### src/rtl/wb_pkg.sv
// Shared definitions for the Wishbone burst master.
// Holds the cycle-type identifier encodings, the master FSM state type and a
// small helper that picks the CTI for the current beat.
package wb_pkg;

  // Wishbone cycle-type identifiers
  localparam logic [2:0] CtiClassic = 3'b000;
  localparam logic [2:0] CtiIncr    = 3'b010;
  localparam logic [2:0] CtiEob     = 3'b111;

  // Burst master FSM states
  typedef enum logic [1:0] {
    StIdle  = 2'd0,
    StBurst = 2'd1,
    StDone  = 2'd2,
    StAbort = 2'd3
  } wb_state_e;

  // CTI for a cycle: classic when no cycle is open, end-of-burst on the last
  // beat (single-beat bursts included), incrementing otherwise.
  function automatic logic [2:0] cti_for(input logic active, input logic last);
    logic [2:0] cti;
    cti = CtiClassic;
    if (active) begin
      cti = last ? CtiEob : CtiIncr;
    end
    return cti;
  endfunction

endpackage

### src/rtl/wb_tmo_cnt.sv
// Acknowledge-timeout counter for the Wishbone burst master.
// Ports:
//   clk    - clock, rising edge
//   rst_n  - asynchronous active-low reset
//   clr    - synchronous clear (priority over en)
//   en     - count one cycle
//   expire - high in the cycle whose increment brings the count to its
//            all-ones value, i.e. after 2^TMO_W-1 consecutive enabled cycles
module wb_tmo_cnt #(
  parameter int unsigned TMO_W = 8
) (
  input  logic clk,
  input  logic rst_n,
  input  logic clr,
  input  logic en,
  output logic expire
);

  localparam logic [TMO_W-1:0] CntMax = '1;
  // Expire on the edge that would make the counter reach CntMax.
  localparam logic [TMO_W-1:0] CntExp = CntMax - TMO_W'(1);

  logic [TMO_W-1:0] cnt_q, cnt_d;

  always_comb begin
    cnt_d = cnt_q;
    if (clr) begin
      cnt_d = '0;
    end else if (en) begin
      cnt_d = cnt_q + TMO_W'(1);
    end
  end

  assign expire = en && !clr && (cnt_q == CntExp);

  always_ff @(posedge clk or negedge rst_n) begin
    if (!rst_n) begin
      cnt_q <= '0;
    end else begin
      cnt_q <= cnt_d;
    end
  end

endmodule

### src/rtl/wb_burst_master.sv
// Wishbone incrementing-burst master for an SDRAM controller front end.
// Accepts a command (direction, start byte address, beat count), runs one
// Wishbone burst of 1..8 word beats, streams write data in / read data out and
// reports completion (done_o) or ack timeout (err_o) with one-cycle pulses.
// Ports:
//   sys_clk, wb_rst_n        - clock (rising edge), async active-low reset
//   sdr_init_done            - SDRAM ready; gates command acceptance only
//   cmd_vld_i/cmd_rdy_o      - command handshake
//   cmd_we_i, cmd_addr_i     - burst direction, start byte address
//   cmd_bl_i                 - beats minus one
//   wr_dat_i/wr_vld_i/wr_rdy_o - write-data stream, beat consumed on wr_rdy_o
//   rd_dat_o/rd_vld_o        - read-data stream, one cycle after each ack
//   done_o, err_o            - completion / timeout-abort pulses
//   wb_*                     - Wishbone master interface
module wb_burst_master
  import wb_pkg::*;
#(
  parameter int unsigned APP_AW = 26,
  parameter int unsigned dw     = 32,
  parameter int unsigned TMO_W  = 8
) (
  input  logic              sys_clk,
  input  logic              wb_rst_n,
  input  logic              sdr_init_done,
  input  logic              cmd_vld_i,
  output logic              cmd_rdy_o,
  input  logic              cmd_we_i,
  input  logic [APP_AW-1:0] cmd_addr_i,
  input  logic [2:0]        cmd_bl_i,
  input  logic [dw-1:0]     wr_dat_i,
  input  logic              wr_vld_i,
  output logic              wr_rdy_o,
  output logic [dw-1:0]     rd_dat_o,
  output logic              rd_vld_o,
  output logic              done_o,
  output logic              err_o,
  output logic              wb_cyc_o,
  output logic              wb_stb_o,
  output logic              wb_we_o,
  output logic [2:0]        wb_cti_o,
  output logic [APP_AW-1:0] wb_addr_o,
  output logic [dw-1:0]     wb_dat_o,
  output logic [dw/8-1:0]   wb_sel_o,
  input  logic              wb_ack_i,
  input  logic [dw-1:0]     wb_dat_i
);

  // Word-aligned addressing: low two byte-address bits are always zero.
  localparam logic [APP_AW-1:0] AddrMask = ~APP_AW'(3);
  localparam logic [APP_AW-1:0] AddrStep = APP_AW'(4);

  wb_state_e         state_q, state_d;
  logic              we_q, we_d;
  logic [APP_AW-1:0] addr_q, addr_d;
  logic [2:0]        beats_q, beats_d;  // remaining beats minus one
  logic              rd_vld_q;
  logic [dw-1:0]     rd_dat_q;

  logic in_burst;
  logic stb;
  logic beat_ack;
  logic last_beat;
  logic cmd_acc;
  logic tmo_clr;
  logic tmo_en;
  logic tmo_expire;

  assign in_burst  = (state_q == StBurst);
  // Writes stall the bus (stb low) while no write data is offered.
  assign stb       = in_burst && (we_q ? wr_vld_i : 1'b1);
  // Acks seen while stb is low do not complete a beat.
  assign beat_ack  = stb && wb_ack_i;
  assign last_beat = (beats_q == 3'd0);
  assign cmd_acc   = cmd_vld_i && cmd_rdy_o;

  // Timer only runs while a strobe is outstanding without an ack; outside a
  // burst stb is low, so it is held clear there too.
  assign tmo_clr = !stb || wb_ack_i;
  assign tmo_en  = stb && !wb_ack_i;

  wb_tmo_cnt #(
    .TMO_W (TMO_W)
  ) u_tmo_cnt (
    .clk    (sys_clk),
    .rst_n  (wb_rst_n),
    .clr    (tmo_clr),
    .en     (tmo_en),
    .expire (tmo_expire)
  );

  // Next-state logic
  always_comb begin
    state_d = state_q;
    we_d    = we_q;
    addr_d  = addr_q;
    beats_d = beats_q;
    unique case (state_q)
      StIdle: begin
        if (cmd_acc) begin
          state_d = StBurst;
          we_d    = cmd_we_i;
          addr_d  = cmd_addr_i & AddrMask;
          beats_d = cmd_bl_i;
        end
      end
      StBurst: begin
        if (beat_ack) begin
          // Natural wrap at 2^APP_AW, no carry out.
          addr_d = addr_q + AddrStep;
          if (last_beat) begin
            state_d = StDone;
          end else begin
            beats_d = beats_q - 3'd1;
          end
        end else if (tmo_expire) begin
          state_d = StAbort;
        end
      end
      StDone, StAbort: begin
        // One cycle with cyc low before the next command can be taken.
        state_d = StIdle;
      end
      default: begin
        state_d = StIdle;
      end
    endcase
  end

  always_ff @(posedge sys_clk or negedge wb_rst_n) begin
    if (!wb_rst_n) begin
      state_q <= StIdle;
      we_q    <= 1'b0;
      addr_q  <= '0;
      beats_q <= 3'd0;
    end else begin
      state_q <= state_d;
      we_q    <= we_d;
      addr_q  <= addr_d;
      beats_q <= beats_d;
    end
  end

  // Read data is registered: valid the cycle after its ack.
  always_ff @(posedge sys_clk or negedge wb_rst_n) begin
    if (!wb_rst_n) begin
      rd_vld_q <= 1'b0;
      rd_dat_q <= '0;
    end else begin
      rd_vld_q <= beat_ack && !we_q;
      if (beat_ack && !we_q) begin
        rd_dat_q <= wb_dat_i;
      end
    end
  end

  // Outputs. The combinational pass-throughs are gated by reset so that every
  // output reads zero while reset is held, with or without a clock.
  always_comb begin
    cmd_rdy_o = wb_rst_n && (state_q == StIdle) && sdr_init_done;
    wb_cyc_o  = in_burst;
    wb_stb_o  = stb;
    wb_we_o   = in_burst && we_q;
    wb_cti_o  = cti_for(in_burst, last_beat);
    wb_addr_o = addr_q;
    wb_dat_o  = wb_rst_n ? wr_dat_i : '0;
    wb_sel_o  = {(dw/8){wb_rst_n}};
    wr_rdy_o  = beat_ack && we_q;
    rd_vld_o  = rd_vld_q;
    rd_dat_o  = rd_dat_q;
    done_o    = (state_q == StDone);
    err_o     = (state_q == StAbort);
  end

endmodule

### config.mk
export PLATFORM = sky130hd
export DESIGN_NAME = wb_burst_master
export DESIGN_NICKNAME = d
export VERILOG_FILES = /design/src/rtl/wb_pkg.sv /design/src/rtl/wb_tmo_cnt.sv /design/src/rtl/wb_burst_master.sv
export SDC_FILE = /design/constraint.sdc
export NUM_CORES = 1
export LEC_CHECK = 0
export ABC_AREA = 1
export BUFFER_PORTS_ARGS = -buffer_cell sky130_fd_sc_hd__clkbuf_2
export CAP_MARGIN = 40
export CORE_UTILIZATION = 25
export CTS_BUF_LIST = sky130_fd_sc_hd__clkbuf_8
export CTS_CLUSTER_SIZE = 40
export DETAILED_ROUTE_END_ITERATION = 8
export HOLD_SLACK_MARGIN = 0.02
export SYNTH_ARGS = -nofsm -noshare
export SYNTH_HDL_FRONTEND = slang
export SYNTH_HIERARCHICAL = 1
export SYNTH_SLANG_ARGS = --single-unit
### constraint.sdc
create_clock -name sys_clk -period 5.4 [get_ports sys_clk]
set_clock_uncertainty 0.05 [all_clocks]
set_input_delay 0.81 -clock sys_clk [delete_from_list [all_inputs] [get_ports sys_clk]]
set_output_delay 0.81 -clock sys_clk [all_outputs]
set_load 0.1 [all_outputs]
======== Word level (Yosys, flattened, before mapping) ========
Cells that the tools add are included.
W data, S select, Z words.
word-level totals
  register bits ........................... 73
  bits in latches ......................... 0
  RAM bits ................................ 0
  memory bits (read-only) ................. 0
  input bits .............................. 100
  output and inout bits ................... 105
  word-level logic and storage cells ...... 62
  memories kept ........................... 0
operators by class
  add/sub/neg operators ................... 3
  multiply operators ...................... 0
  divide/modulo/power cells ............... 0
  $lt $le $gt $ge ......................... 0
  equality and inequality tests ........... 9
  shift-type cells ........................ 0
  mux-type cells .......................... 18
  bitwise logic cells ..................... 0
  reductions and logical operators ........ 25
operators by type and width
  kind                     count
  $mux W26                 2
  $pmux W26 S2             1
  $mux W32                 1
  $add A26 B3 Y26 const B  1
  $mux W8                  2
  $mux W3                  5
  $logic_and A1 B1 Y1      11
  $add A8 B1 Y8 const B    1
  $eq A8 B8 Y1 const B     1
  $mux W2                  4
  $pmux W2 S3              1
  $pmux W3 S2              1
  $reduce_and A3 Y1        2
  $eq A2 B2 Y1 const B     2
  $logic_not A1 Y1         4
  $ne A2 B2 Y1 const B     2
  $reduce_and A4 Y1        1
  $reduce_bool A2 Y1       2
  $logic_not A3 Y1         1
  $ne A3 B1 Y1 const B     1
  $ne A3 B2 Y1 const B     1
  $sub A3 B1 Y3 const B    1
  $eq A2 B1 Y1 const B     1
  $logic_not A2 Y1         1
  other kinds (5)          5

======== Longest topological paths before layout ========
Gate-level depths: netlist of run 1.
  word-level depth ........................ 10
  gate-level depth with buffers ........... 13
  depth with buffers taken out ............ 13

======== Cells and area by module ========
The synthesis of run 1 kept the hierarchy.
by module, submodules not included
  module           instances  cells each  area an instance (sq um)  sequential area each (sq um)
  wb_burst_master  1          561         3748.6                    1576.5
  wb_tmo_cnt       1          53          430.4                     200.2

======== Worst setup path after synthesis of run 1 ========
OpenSTA, ideal clock, no wires.
  path kind ............................... register -> output
  start point ............................. register state_q[1]
  end point ............................... output wb_cti_o[2]
  arrival time ............................ 3.519 ns
  data required time ...................... 4.540 ns
  slack ................................... 1.021 ns
  cell stages (with the launch flop) ...... 7
  buffers on the path ..................... 3
  cells stage by stage .................... dfrtp_1 > inv_1 > nand2_2 > buf_2 > buf_2 > nor3_1 > buf_4
between the ends
  longest elaborated chain between the ends .. 2
ends and longest elaborated chain
  element                 line                    source
  from (decl)             wb_burst_master.sv:52   wb_state_e state_q, state_d;
  from (signal assigned)  wb_burst_master.sv:131  state_q <= StIdle;
  from (signal assigned)  wb_burst_master.sv:136  state_q <= state_d;
  $eq A2 B1 Y1            wb_burst_master.sv:68   assign in_burst = (state_q == StBurst);
  $mux W3                 wb_pkg.sv:24            if (active) begin
  to (decl)               wb_burst_master.sv:40   output logic [2:0] wb_cti_o,
Every way passes these cells.

======== Worst setup path in the final report of run 1 ========
  start point ............................. register state_q[1]
  end point ............................... output wb_cti_o[1]
The elaborated chain is that of the path after synthesis.

==> impl_results.md, run 1 <==
- Remaining antenna violation count after routing: 0
- Final setup violation count: 0
- Worst min-delay path class: reg2reg
- Post-route core utilization: 34.0%
- Effective utilization at floorplan: 25.9%
- RSZ-0062 raised after global routing: no
- Clock buffers created by TritonCTS: 9
- Post-synth EDFFs: 0
- Worst setup slack after placement: 2320 ps
- Clock-pin slew on the worst setup and hold paths: 90 ps
- # H-tree levels: 3
- Synth Cell Area: 0.00418 mm^2
- TritonCTS clock tree: done
- Global routing met2 resource utilization: 25.9%
- Total routing usage reported by global routing: 14.8%
- Sequential cell area in the final layout: 0.00178 mm^2
- Final Worst Setup Slack: 2180 ps
- Worst slew pin tran: 789 ps
- Crit Path Category: reg2out
- Number of cells in the design after placement: 1,004
- Overall die height: 131 um
- Post-synthesis to final-layout area growth: 31.1%
- Slew margin rel.: 47.4%
- Run status: complete, no violations
- Number of instances resized during post-cts repair: 0
- Setup repair bufs after CTS: 0
- Min-Delay Startpoint: rd_dat_o[17]
- Detailed-route wire length: 12,300 um
- Number of core rows: 46
- Instance count of the mapped netlist: 614
- Endpoint kind of the worst setup timing path: output port
- First DRT Iteration DRCs: 280
- Fraction of the cycle the final worst path needs: 59.7%
- Number of cells in the finished layout apart from fillers: 1,020
- Endpoint required time on the critical path: 4540 ps
- Clock Root Buffer: clkbuf_8
- Total via count in the routed design: 4,333
- Distinct cells, synth: 33
- Largest net degree at the start of global routing: 72
- Time the worst path needs with I/O delays and setup: 3220 ps
- Post-DP HPWL: 9110 um
- Detail-routed via count per cell: 4.25
- Antenna violations before repair: 0
- GRT overflow: 0
- Average footprint of a synthesized cell: 6.81 um^2
- Sum of negative setup slack: 0 ps
- Wire length of the first global-routing pass: 20,500 um
- Maximum achievable frequency: 310 MHz
- Global-route met3 utilization: 4.36%
- Sinks on Clock Net: 71
- Via count of the first global-routing pass: 4,149
- Yosys warning count: 6
- Placeable core region: 0.0161 mm^2
- Net count of the finished layout: 904
- Detailed-router iteration count before antenna repair: 4
- Flip-flop cell with the highest count after synthesis: dfrtp_1
- Share of layout cells above drive strength 1: 29.9%
- Met1 usage in global routing: 17.3%
- Total DRC errors in the routed layout: 0
- Max Transition Viols Final: 0
- Top area cells in the synthesized netlist: dfrtp_1, nand2_1, inv_1, nor2_1, nand3_1
- Reg2reg start: state_q[1]
- Average detailed-routed wire length per instance: 12.0 um
- Hold Fails Final Rpt: 0
- Dominant cell type by area after synthesis: dfrtp_1
- Sequential cell area fraction in the yosys report: 42.5%
- Area taken by multi-input logic gates: 0.00194 mm^2
- Share of flip-flops with an asynchronous set or reset after synthesis: 100%
- Portion of synthesized cell area occupied by the leading cell type: 42.5%
- Width of the die: 131 um
- Signal arrival time at the worst endpoint: 2360 ps
- FF+latch count, synth: 71
- Global route hottest layer: met2
- Area enclosed by the die boundary: 0.0172 mm^2
- Port-buffer cells: 200
- N_diodes: 0
- GP Congestion: 0.792
- Worst Setup SP: state_q[1]
- Maximum number of buffers from clock root to sink: 2
- Number of maximum-capacitance constraint violations: 0
- Setup crit start kind: register
- Worst-skew pair later-pin latency: 370 ps
- Hold-fix buffers, CTS: 0
- Number of ports placed on the die boundary: 205
- Final-layout fill cell count: 1,820
- Biggest fanout along the worst timing path: 46
==> Yosys cell counts, types with 2 or more instances <==
library cell  instances
a22oi_1               2
o21ai_0              22
o21ai_1               5
ha_1                  5
or2_2                 5
nand3b_1              3
buf_4                13
nor2_4                4
a21oi_1              16
nor2_2                2
clkbuf_1              4
inv_2                 3
nand3_1              28
nand4_2               2
nand2_2               4
nor3_1                5
nor2_1               70
o22ai_1               3
buf_2                11
nand2_4               2
inv_1                72
nand2_1             246
dfrtp_1              71
nand4_1               6
a31oi_1               2
==> critical path, stage by stage (launching register included) <==
cell and delay [ps]:
dfrtp_1 400, inv_1 110, nand2_2 270, inv_1 230, buf_4 420, clkbuf_2 540
==> path summary, 6_finish.rpt <==
check | endpoint | slack (ps) | cells after the start
worst max-delay path | wb_cti_o[1] | 2180 | 5
worst min-delay path | rd_dat_o[17] | 430 | 2
worst max register to register | state_q[0] | 2820 | 13
worst min register to register | rd_dat_o[17] | 430 | 2
max in group asynchronous | rd_dat_o[6] | 3810 | 2
min in group asynchronous | wb_addr_o[2] | 460 | 1
==> per-stage QoR <==
step	instance area, um^2	hold WS (ps)
2_1_floorplan	4180	405
3_3_place_gp	5290	412
3_5_place_dp	5290	414
4_1_cts	5480	438
5_1_grt	5480	457
6_report	5480	433
==> kinds of logic (layout without fill, tap and decap cells) <==
family | Yosys count | count (layout) | synth area share [%]
flip-flops | 71 | 71 | 42.5
other | 1 | 2 | 0.0897
adder cells (fa/ha/maj) | 5 | 5 | 1.50
XOR/XNOR | 1 | 1 | 0.210
buffers and inverters | 105 | 294 | 11.1
AO/OA/AOI/OAI | 53 | 53 | 6.80
AND/OR/NAND/NOR | 378 | 378 | 37.8
==> per-layer routing <==
metal | share of wire (%) | wire length [um]
met2 | 48 | 5870
met5 | 0 | 0
met4 | 1.6 | 191
met1 | 44 | 5360
met3 | 6.9 | 841
==> cell usage in the layout, fill, tap and decap left out, drive strengths merged <==
cell type	Yosys	final
xor2	1	1
o22ai	3	3
and3	1	1
or2	5	5
inv	75	79
nand4	8	8
nand3	28	28
clkinv	1	3
buf	25	3
a22oi	2	2
clkbuf	4	208
nand3b	3	3
a211oi	1	1
a21oi	16	16
nand2	252	252
dfrtp	71	71
clkinvlp	0	1
o21bai	1	1
a31oi	2	2
o21ai	27	27
nor3	5	5
o211ai	1	1
ha	5	5
conb	1	2
nor2	76	76
==> area by class of cell <==
type / count / share of cell area (%)
Sequential cell: 71 / 32.4
Tap cell: 216 / 4.93
Clock inverter: 7 / 1.14
Inverter: 76 / 5.21
Multi-Input combinational cell: 439 / 35.4
Clock buffer: 9 / 2.26
Timing Repair Buffer: 202 / 18.6
==> flip-flops by register name, summed over array words and instances (netlist names) <==
signal and cells:
rd_dat_o 32, u_tmo_cnt/cnt_q 8, rd_vld_o 1, beats_q 3
wb_addr_o 24, state_q 2, we_q 1
Power of run 1 is not shown: default switching activity piles up to over one toggle a cycle in this logic, so the estimate is an artifact.
==> inputs of run 2 (changes only) <==
==> constraint.sdc (replaced) <==
create_clock -name sys_clk -period 2.78 [get_ports sys_clk]
set_clock_uncertainty 0.05 [all_clocks]
set_input_delay 0.417 -clock sys_clk [delete_from_list [all_inputs] [get_ports sys_clk]]
set_output_delay 0.417 -clock sys_clk [all_outputs]
set_load 0.1 [all_outputs]
==> run 2 against run 1 <==
  * Register-to-register slack worse by 2100 ps
  * Sequential cell count unchanged
  * Die area unchanged
  * Core utilization up 0.61 points
  * First-iteration DRC count down 24%
  * Final cell count up 0.69%
  * Critical endpoint is now wb_cyc_o
  * Largest cell class unchanged
==> impl_results.md, run 2 (synthesis results as in run 1) <==
- Clock Root Buffer: clkbuf_8
- Setup crit start kind: register
- Number of instances resized during post-cts repair: 0
- Maximum achievable frequency: 426 MHz
- Overall die height: 131 um
- Worst-skew pair later-pin latency: 360 ps
- Crit-path leading delay family: buffers and inverters
- Endpoint kind of the worst setup timing path: output port
- RSZ-0062 raised after global routing: no
- Clock buffers created by TritonCTS: 9
- Final setup violation count: 0
- Placeable core region: 0.0161 mm^2
- Cell count of the worst reg-to-reg path: 14
- Signal arrival time at the worst endpoint: 1880 ps
- Most frequent cells in the layout: nand2_1, clkbuf_2, inv_1
- Time the worst path needs with I/O delays and setup: 2350 ps
- Cell chain of the critical path: inv_1, nand2_2, buf_4, inv_1, buf_4, buf_12
- Clock-pin slew on the worst setup and hold paths: 80 ps
- Worst slew pin tran: 646 ps
- Largest net degree at the start of global routing: 50
- Post-synthesis to final-layout area growth: 33.5%
- Reg2reg start: we_q
- Total via count in the routed design: 4,402
- Detail-routed via count per cell: 4.29
- Reg2Reg Capture Point: state_q[0]
- Fraction of the cycle the final worst path needs: 84.4%
- Hold Fails Final Rpt: 0
- Cell at the slowest stage of the critical path: dfrtp_1
- Sinks on Clock Net: 71
- Final-layout fill cell count: 1,760
- Flip-flop count of the largest register after layout: 32
- Post-DP HPWL: 9300 um
- Worst min-delay path class: in2async
- GP Congestion: 0.802
- Share of layout cells above drive strength 1: 30.7%
- Hold-fix buffers, CTS: 0
- Antenna violations before repair: 0
- Run status: complete, no violations
- Final worst hold slack: 142 ps
- Net count of the finished layout: 911
- Setup slack of the most critical reg-to-reg path: 740 ps
- # H-tree levels: 3
- Total DRC errors in the routed layout: 0
- Remaining antenna violation count after routing: 0
- Setup repair bufs after CTS: 0
- Endpoint required time on the critical path: 2310 ps
- Via count of the first global-routing pass: 4,144
- Max stage delay on crit path: 400 ps
- Maximum number of buffers from clock root to sink: 2
- Slew margin rel.: 56.9%
- Detailed-route wire length: 12,100 um
- Area enclosed by the die boundary: 0.0172 mm^2
- Number of core rows: 46
- Biggest fanout along the worst timing path: 39
- Wire length of the first global-routing pass: 20,000 um
- Sequential cell area in the final layout: 0.00178 mm^2
- Number of maximum-capacitance constraint violations: 0
- Total routing usage reported by global routing: 14.5%
- Buffers plus inverters on the worst setup path: 5
- Port-buffer cells: 200
- Width of the die: 131 um
- Sum of negative setup slack: 0 ps
- Max Transition Viols Final: 0
- Effective utilization at floorplan: 25.9%
- Detailed-router iteration count before antenna repair: 4
- Crit Path Category: reg2out
- TritonCTS clock tree: done
- N_diodes: 0
- Area taken by multi-input logic gates: 0.00196 mm^2
- Number of ports placed on the die boundary: 205
- First DRT Iteration DRCs: 214
- GRT overflow: 0
- Commonest non-fill, non-tap cell in the layout: nand2_1
- Average detailed-routed wire length per instance: 11.8 um
[run 2: cell count changes in the layout (fill, tap and decap cells not counted)]
cell	change
inv_8	+1
buf_12	+2
inv_6	-2
clkbuf_2	-2
nor3_4	+1
nor3_1	-1
nor2_1	-1
clkinv_4	+1
nor2_2	+1
buf_4	+7
[run 2: through the flow]
stage	cell area (um^2)	util, %	worst slack (ps)	instances
final	5580	34.6	434	1027
after global routing	5580	34.6	291	1027
after CTS	5580	34.6	413	1027
after detailed placement	5390	33.4	724	1011
after global placement	5390	33.4	740	1011
after floorplan	4200	-	173	615
[run 2: final cells by class]
cell class / instances / area share [%]
multi-input combinational: 439 / 35.1
inverter: 76 / 5.11
clock inverter: 7 / 1.17
sequential: 71 / 31.9
tap: 216 / 4.85
clock buffer: 9 / 2.22
timing repair buffer: 209 / 19.7
[run 2: metal layers]
| metal | vias up | track usage, % | part of all wire, % | wire length [um] |
|---|---|---|---|---|
| li1 | 2251 | - | - | - |
| met1 | 1950 | 17.2 | 43 | 5270 |
| met2 | 182 | 25.3 | 48 | 5760 |
| met3 | 19 | 3.94 | 7.3 | 890 |
| met4 | 0 | 4.91 | 1.7 | 206 |
| met5 | - | 0 | 0 | 0 |
[run 2: worst reg2reg max path: cells and delay by family (launching register included)]
kind | cells | cell delay [ps]
AO/OA/AOI/OAI | 1 | 110
buffers and inverters | 5 | 600
flip-flops | 1 | 360
AND/OR/NAND/NOR | 8 | 800
[run 2: worst max path at each step]
| stage | end | from | slack (ps) | cells past startpoint |
|---|---|---|---|---|
| after CTS | wb_cyc_o | state_q[1] | 410 | 6 |
| after global placement | state_q[0] | we_q | 740 | 14 |
| final | wb_cyc_o | state_q[1] | 430 | 6 |
| after detailed placement | state_q[0] | we_q | 720 | 14 |
| after global routing | wb_cyc_o | state_q[1] | 290 | 6 |
| after floorplan | wb_we_o | state_q[1] | 170 | 5 |
Power of run 2 is left out for the same reason.
